<file path="src/rtl/ram_ctrl_multi.sv">
// ram_ctrl_multi
//   Shared sample-RAM controller for NUM_CH channel RAMs. Maintains the
//   circular capture write pointer and its wrap flag. Sequences an
//   oldest-first dump of one selected channel through a valid/ready
//   handshake.
//
// Ports
//   clk, rst_n            clock, synchronous active-low reset
//   cap_wr, cap_clr       capture write strobe / pointer clear (idle only)
//   dump_start, dump_ch   dump request and channel select (1..NUM_CH, 0 = none)
//   dump_rdy              consumer accepts dump_data
//   ch_rdata              RAM read data; channel k at [k*DATA_W-1 -: DATA_W]
//   ram_en/ram_we/ram_addr  shared RAM control bus
//   dump_data, dump_vld   registered dump sample and its valid flag
//   dump_done             one-cycle pulse after the final accept
//   busy                  dump in progress
//   cap_err               one-cycle pulse when a capture write was dropped
//   wr_ptr                next capture write address
module ram_ctrl_multi #(
  parameter int NUM_CH = 3,
  parameter int DATA_W = 8,
  parameter int ADDR_W = 9,
  parameter int RD_LAT = 1
) (
  input  logic                         clk,
  input  logic                         rst_n,
  input  logic                         cap_wr,
  input  logic                         cap_clr,
  input  logic                         dump_start,
  input  logic [$clog2(NUM_CH+1)-1:0]  dump_ch,
  input  logic                         dump_rdy,
  input  logic [NUM_CH*DATA_W-1:0]     ch_rdata,
  output logic                         ram_en,
  output logic                         ram_we,
  output logic [ADDR_W-1:0]            ram_addr,
  output logic [DATA_W-1:0]            dump_data,
  output logic                         dump_vld,
  output logic                         dump_done,
  output logic                         busy,
  output logic                         cap_err,
  output logic [ADDR_W-1:0]            wr_ptr
);

  localparam int CH_W  = $clog2(NUM_CH+1);
  localparam int CNT_W = ADDR_W + 1;
  localparam int LAT_W = 2;

  typedef enum logic [2:0] {
    S_IDLE,
    S_RD,
    S_WAIT,
    S_HOLD,
    S_DONE
  } state_t;

  state_t             state;
  logic               wrapped;
  logic [ADDR_W-1:0]  rd_ptr;
  logic [CNT_W-1:0]   remain;
  logic [CH_W-1:0]    ch_sel;
  logic [LAT_W-1:0]   lat_cnt;

  logic               wr_fire;
  logic               clr_fire;
  logic               ch_ok;
  logic [CNT_W-1:0]   dump_len;
  logic [ADDR_W-1:0]  dump_base;
  logic [DATA_W-1:0]  sel_data;

  // Capture strobes are only honoured in IDLE; clear beats write.
  always_comb begin
    wr_fire  = (state == S_IDLE) && cap_wr && !cap_clr;
    clr_fire = (state == S_IDLE) && cap_clr;
    ch_ok    = (dump_ch != '0) && (dump_ch <= CH_W'(NUM_CH));
  end

  // Once wrapped the whole buffer is valid and the oldest sample sits at
  // the write pointer; before that the samples run from address 0.
  always_comb begin
    if (wrapped) begin
      dump_len  = {1'b1, {ADDR_W{1'b0}}};
      dump_base = wr_ptr;
    end else begin
      dump_len  = {1'b0, wr_ptr};
      dump_base = '0;
    end
  end

  always_comb begin
    sel_data = '0;
    for (int unsigned k = 1; k <= NUM_CH; k++) begin
      if (ch_sel == CH_W'(k)) begin
        sel_data = ch_rdata[k*DATA_W-1 -: DATA_W];
      end
    end
  end

  // Shared RAM bus: dump reads own it in RD, capture writes otherwise.
  always_comb begin
    ram_en   = (state == S_RD) || wr_fire;
    ram_we   = wr_fire;
    ram_addr = (state == S_RD) ? rd_ptr : wr_ptr;
  end

  always_ff @(posedge clk) begin
    if (!rst_n) begin
      state     <= S_IDLE;
      wr_ptr    <= '0;
      wrapped   <= 1'b0;
      rd_ptr    <= '0;
      remain    <= '0;
      ch_sel    <= '0;
      lat_cnt   <= '0;
      dump_data <= '0;
      dump_vld  <= 1'b0;
      dump_done <= 1'b0;
      busy      <= 1'b0;
      cap_err   <= 1'b0;
    end else begin
      dump_done <= 1'b0;
      cap_err   <= cap_wr && (state != S_IDLE);
      case (state)
        S_IDLE: begin
          if (clr_fire) begin
            wr_ptr  <= '0;
            wrapped <= 1'b0;
          end else if (wr_fire) begin
            wr_ptr <= wr_ptr + 1'b1;
            if (&wr_ptr) begin
              wrapped <= 1'b1;
            end
          end
          if (dump_start && ch_ok) begin
            if (dump_len == '0) begin
              // Empty buffer: report completion without touching the RAM.
              dump_done <= 1'b1;
            end else begin
              ch_sel <= dump_ch;
              rd_ptr <= dump_base;
              remain <= dump_len;
              busy   <= 1'b1;
              state  <= S_RD;
            end
          end
        end
        S_RD: begin
          lat_cnt <= LAT_W'(RD_LAT - 1);
          state   <= S_WAIT;
        end
        S_WAIT: begin
          if (lat_cnt == '0) begin
            dump_data <= sel_data;
            dump_vld  <= 1'b1;
            state     <= S_HOLD;
          end else begin
            lat_cnt <= lat_cnt - 1'b1;
          end
        end
        S_HOLD: begin
          if (dump_rdy) begin
            dump_vld <= 1'b0;
            rd_ptr   <= rd_ptr + 1'b1;
            remain   <= remain - 1'b1;
            if (remain == CNT_W'(1)) begin
              dump_done <= 1'b1;
              state     <= S_DONE;
            end else begin
              state <= S_RD;
            end
          end
        end
        S_DONE: begin
          busy  <= 1'b0;
          state <= S_IDLE;
        end
        default: begin
          busy     <= 1'b0;
          dump_vld <= 1'b0;
          state    <= S_IDLE;
        end
      endcase
    end
  end

endmodule
</file>
<file path="config.mk">
export PLATFORM = sky130hd
export DESIGN_NAME = ram_ctrl_multi
export DESIGN_NICKNAME = d
export VERILOG_FILES = /design/src/rtl/ram_ctrl_multi.sv
export SDC_FILE = /design/constraint.sdc
export NUM_CORES = 1
export LEC_CHECK = 0
export CAP_MARGIN = 25
export CELL_PAD_IN_SITES_DETAIL_PLACEMENT = 1
export CELL_PAD_IN_SITES_GLOBAL_PLACEMENT = 1
export CORE_ASPECT_RATIO = 0.6
export CORE_MARGIN = 2
export CORE_UTILIZATION = 40
export CTS_BUF_LIST = sky130_fd_sc_hd__clkbuf_16
export DETAILED_ROUTE_END_ITERATION = 16
export HOLD_SLACK_MARGIN = 0.08
export PLACE_DENSITY = 0.95
export RECOVER_POWER = 25
export SLEW_MARGIN = 30
export SYNTH_ARGS = -nofsm -noshare
export SYNTH_HDL_FRONTEND = slang
export SYNTH_SLANG_ARGS = --single-unit
</file>
<file path="constraint.sdc">
create_clock -name clk -period 4.2 [get_ports clk]
set_input_delay 0.63 -clock clk [delete_from_list [all_inputs] [get_ports clk]]
set_output_delay 0.63 -clock clk [all_outputs]
set_load 0.005 [all_outputs]
</file>
==> flow_summary.toml, run 1 <==
[place]
dp_hpwl_um = 7320
gp_congestion = 0.854
port_buffers = 63

[synthesis]
synth_cell_types = 57
ys_ff_latch = 48
yosysTopAreaCellShare = 0.326
synth_cells = 358
synthesis.nets = 396
syn_area_sq_um = 2950
async_reset_ff_frac = 0
yosys-top-cells-area = "dfxtp_1, mux2_2, a211oi_1"
yosysTopAreaCell = "dfxtp_1"
synth-warning-count = 0
ys_seq_area_frac = 0.326
synth_ff_type = "dfxtp_1"
postSynthAreaPerCell_sq_um = 8.24
synth_edf_count = 0

[timing]
setup_viol = 0
min_period_ns = 3.61
rsz0062_at_grt = "false"
fmax_ghz = 0.277
relSlewSlack = 0.365
fin_crit_sh = 0.860
finalMaxSlewViolations = 0
skew_ns = 0.00686
hold_viol = 0
tns_ns = 0
worst_pin_slew_ns = 0.928

[route]
wl_per_cell_um = 21.3
vias = 3121
drtIter0Drc = 162
wl_um = 10600
drt_pre_antenna_iters = 4
drc_errors = 0
viasPerCell = 6.27
drtAntennaViolNets = 0

[floorplan]
rows = 24
coreArea_sq_um = 7210
initial_utilization = 0.409
io_pins = 64
die_w_um = 115
dieArea_sq_um = 8100
die_h_um = 70.5

[outcome]
status = "finished, final reports clean"

[hold_path]
hold_depth = 2
hold_start = "remain[8]"
hold_class = "register to register"
min_to = "remain[8]"

[worst_setup_path]
rr_endpoint = "rd_ptr[2]"
crit_required_ns = 3.57
path_max_fanout = 8
crit_top_cell = "clkdlybuf4s50_1"
rr_worst_depth = 4
slowest_stage = "clkdlybuf4s50_1"
cp_top_family = "simple AND/OR/NAND/NOR gates"
path_class = "input pin to output pin"
critPathBufInv = 2
r2r-start = "wrapped"
arrival_ns = 2.98
cp-start-kind = "input pin"
slowest_delay_ns = 0.65
reg2reg_setup_slack_ns = 1.70
crit_chain = "clkdlybuf4s50_1 -> or4b_4 -> nor2_1 -> or2_2 -> clkdlybuf4s50_1"
critPathCaptureType = "output pin"

[power_and_ir_drop]
peakVddDrop_uv = 165
p_per_area_nw_per_um2 = 363
power.static_leakage_nw = 1.28

[global_route]
grt_pass1_vias = 3225
use_met2 = 0.429
grt_max_degree = 25
grt_most_used_layer = "met2"
grt_pass1_wl_um = 16800
met3_usage = 0.0469
grt_overflow = 0
antenna_found_initial = 0
use_met1 = 0.356
groute.usage.overall = 0.262

[layout]
syn_to_final_growth_pct = 27.9
finalCoreUtilization = 0.524
drive_gt1_frac = 0.101
final_nets = 444
diodes = 0

[clock_network]
cts_root_buf = "clkbuf_16"
clk_pin_slew_ns = 0.06
clock-sinks = 48
cts_tree = "yes"
ctsHtreeMaxLevel = 2
cts-hold-fix-buffers = 0
clk_latency_ns = 0.29
ctsResizeCount = 0
cts_buffer_depth = 2
postCtsSetupRepairBufs = 0
cts_buffers = 5

[flow_run]
drv_cap = 0
==> report_power, final <==
group | switching, mW | internal [mW] | leakage, nW
registers | 0.0596 | 0.495 | 0.389
logic | 0.239 | 0.179 | 0.818
clock network | 0.179 | 0.217 | 0.0710
==> per-stage QoR <==
stage	worst slack [ns]	instances	total power, mW	area, sq um	hold WS, ns
after global placement	0.744	490	0.954	3620	0.455
after detailed placement	0.680	490	0.979	3630	0.474
final	0.587	498	1.37	3770	0.482
after CTS	0.673	498	1.37	3770	0.482
after global routing	0.554	498	1.43	3770	0.528
after floorplan	2.00	358	0.792	2950	0.448
==> worst max-delay path by stage <==
stage,from,end,slack (ns),cells past startpoint
floorplan,cap_wr,ram_en,2.00,3
global placement,cap_wr,ram_en,0.74,5
detailed placement,cap_wr,ram_en,0.68,5
CTS,cap_wr,ram_en,0.67,5
global route,cap_wr,ram_en,0.55,5
finish,cap_wr,ram_en,0.59,5
==> Yosys cell counts (4+ instances only) <==
| master | number |
|---|---|
| nor2b_1 | 5 |
| o21ai_0 | 9 |
| ha_1 | 6 |
| nand4_1 | 8 |
| buf_2 | 6 |
| inv_1 | 14 |
| or3_1 | 4 |
| o311ai_0 | 6 |
| dfxtp_1 | 48 |
| a31oi_1 | 5 |
| nor4_1 | 6 |
| a22oi_1 | 9 |
| and3_1 | 9 |
| nor3_1 | 13 |
| o21a_1 | 10 |
| nand3_1 | 17 |
| a21oi_1 | 19 |
| clkbuf_1 | 20 |
| a211oi_1 | 15 |
| nor2_1 | 28 |
| a211o_1 | 4 |
| mux2_2 | 16 |
| nor3b_1 | 7 |
| nand2_1 | 15 |
| o31ai_1 | 8 |
| nand3b_1 | 6 |
==> cell type report <==
class | instances | area [sq um]
Fill cell | 851 | 3430
Clock inverter | 3 | 13.8
Inverter | 15 | 56.3
Multi-Input combinational cell | 268 | 1840
Clock buffer | 5 | 125
Timing Repair Buffer | 68 | 668
Sequential cell | 48 | 961
Tap cell | 91 | 114
==> cells in the final DEF (no fill, tap or decap), drive strengths merged, types with 7 or more instances in the layout <==
cell type / Yosys / layout
a21oi: 20 / 20
o31ai: 8 / 8
o21a: 10 / 10
mux2: 16 / 16
inv: 14 / 14
nor4: 7 / 7
a211oi: 15 / 15
nor2: 28 / 28
clkdlybuf4s50: 0 / 49
nand3: 17 / 17
nor3: 15 / 15
and3: 9 / 9
dlygate4sd3: 0 / 14
nand4: 8 / 8
a22oi: 9 / 9
dfxtp: 48 / 48
nor3b: 7 / 7
o21ai: 10 / 10
nand2: 15 / 15
==> layer usage <==
metal | share of wire | wire length (um)
met4 | 0.013 | 139
met1 | 0.45 | 4770
met3 | 0.058 | 615
met2 | 0.48 | 5100
met5 | 0 | 0
==> logic make-up (layout without fill, tap and decap cells) <==
family | Yosys count | in the layout | share of synthesized area
fa+ha+maj | 6 | 6 | 0.0254
mux | 16 | 16 | 0.0611
simple gates | 136 | 136 | 0.260
flops | 48 | 48 | 0.326
xor+xnor | 2 | 2 | 0.00594
compound gates | 108 | 108 | 0.266
buf+inv | 42 | 91 | 0.0560
==> state kept, by name, indices dropped and copies added, names as in the netlist <==
register	flops
busy	1
cap_err	1
ch_sel	2
dump_data	8
dump_done	1
dump_vld	1
lat_cnt	2
rd_ptr	9
remain	10
state	3
wr_ptr	9
wrapped	1
==> worst min-delay path: cells and delay by family, from the launching register on <==
family | cells | cell delay [ns]
AO/OA/AOI/OAI | 2 | 0.12
flip-flops | 1 | 0.31
Note: power is estimated with default switching activity, not from simulation.
==> inputs of run 2 (changes only) <==
- PLACE_DENSITY: 0.95 -> 0.89
==> flow_summary.toml, run 2 (synthesized netlist as in run 1, its figures left out) <==
[outcome]
status = "finished, final reports clean"

[route]
wl_per_cell_um = 21.0
drc_errors = 0
wl_um = 10400
drtIter0Drc = 147
drtAntennaViolNets = 0
vias = 3121
drt_pre_antenna_iters = 5
viasPerCell = 6.27

[layout]
final_common_cell = "clkdlybuf4s50_1"
finalCoreUtilization = 0.527
final_cell_mix = "clkdlybuf4s50_1, dfxtp_1, nor2_1"
largest-register = "remain"
top_regs = "remain x10, rd_ptr x9, wr_ptr x9"
diodes = 0
fin_cells = 498
syn_to_final_growth_pct = 28.8
final_nets = 444
largest_reg_flops = 10
drive_gt1_frac = 0.0983
nFillCells = 874

[power_and_ir_drop]
power.static_leakage_nw = 1.29
peakVddDrop_uv = 250
intPower_mw = 0.951
clockPowerShare = 0.323
switching_share = 0.335
seq_power_share = 0.387
p_per_area_nw_per_um2 = 377
combPwrFrac = 0.290
p_sw_mw = 0.480

[clock_network]
postCtsSetupRepairBufs = 0
cts_buffers = 5
clk_pin_slew_ns = 0.06
ctsHtreeMaxLevel = 2
cts_tree = "yes"
clk_latency_ns = 0.30
clock-sinks = 48
cts_root_buf = "clkbuf_16"
cts_buffer_depth = 2
ctsResizeCount = 0
cts-hold-fix-buffers = 0

[global_route]
grt_pass1_vias = 3166
grt_overflow = 0
groute.usage.overall = 0.268
antenna_found_initial = 0
grt_pass1_wl_um = 17100
grt_max_degree = 32

[timing]
rsz0062_at_grt = "false"
hold_viol = 0
layout_setup_ws_ns = 0.604
skew_ns = 0.00394
fin_crit_sh = 0.856
setup_viol = 0
worst_pin_slew_ns = 0.877
relSlewSlack = 0.400
tns_ns = 0
finalMaxSlewViolations = 0
min_period_ns = 3.60
fmax_ghz = 0.278

[floorplan]
coreArea_sq_um = 7210
io_pins = 64
initial_utilization = 0.409
dieArea_sq_um = 8100
die_h_um = 70.5
die_w_um = 115
rows = 24

[place]
gp_congestion = 0.854
dp_hpwl_um = 7200
placed_cells = 490
place_ws_ns = 0.668
port_buffers = 63

[worst_setup_path]
path_max_fanout = 8
crit_required_ns = 3.57
rr_worst_depth = 4
crit_chain = "clkdlybuf4s50_1 -> or4b_4 -> nor2_1 -> or2_2 -> clkdlybuf4s50_1"
arrival_ns = 2.97
critPathBufInv = 2
slowest_delay_ns = 0.63
cp_top_family = "simple AND/OR/NAND/NOR gates"
path_class = "input pin to output pin"
crit_top_cell = "clkdlybuf4s50_1"
critPathCaptureType = "output pin"
cp-start-kind = "input pin"
slowest_stage = "clkdlybuf4s50_1"
crit_cells = 5

[hold_path]
hold_class = "register to register"
hold_depth = 2

[flow_run]
drv_cap = 0
==> run 2: stage by stage <==
stage | total power, mW | area [sq um] | hold WS (ns)
after floorplan | 0.792 | 2950 | 0.448
after global placement | 0.957 | 3620 | 0.459
after detailed placement | 0.977 | 3630 | 0.484
after CTS | 1.44 | 3790 | 0.493
after global routing | 1.50 | 3800 | 0.522
final | 1.43 | 3800 | 0.491
==> run 2: worst min-delay path: stages, from the launching register on <==
cell and delay, ns:
dfxtp_1 0.32, o31ai_1 0.07, a21oi_1 0.06
==> run 2: layout make-up <==
type | count | area, sq um | share of cell area
Tap cell | 91 | 114 | 0.0300
Timing Repair Buffer | 68 | 668 | 0.176
Clock buffer | 5 | 125 | 0.0329
Multi-Input combinational cell | 268 | 1840 | 0.484
Inverter | 15 | 56.3 | 0.0148
Sequential cell | 48 | 961 | 0.253
Clock inverter | 3 | 37.5 | 0.00988
==> run 2: final timing paths <==
check,start,slack [ns],to
hold / removal,remain[8],0.49,remain[8]
hold reg to reg,remain[8],0.49,remain[8]
setup / recovery,cap_wr,0.60,ram_en
setup reg to reg,wrapped,1.72,rd_ptr[6]
==> run 2: power by group through the flow <==
stage               sequential, mW  combinational [mW]  clock (mW)
floorplan                    0.535               0.257           0
global route                 0.562               0.448       0.488
CTS                          0.553               0.419       0.468
finish                       0.554               0.415       0.462
detailed placement           0.563               0.414           0
global placement             0.558               0.400           0
==> run 2: per-layer routing <==
| layer | wire [um] | track usage | vias up | part of all wire |
|---|---|---|---|---|
| met5 | 0 | 0 | - | 0 |
| met4 | 122 | 0.0857 | 0 | 0.012 |
| met3 | 565 | 0.0686 | 14 | 0.054 |
| met2 | 4870 | 0.408 | 86 | 0.47 |
| met1 | 4890 | 0.373 | 1558 | 0.47 |
| li1 | - | - | 1463 | - |
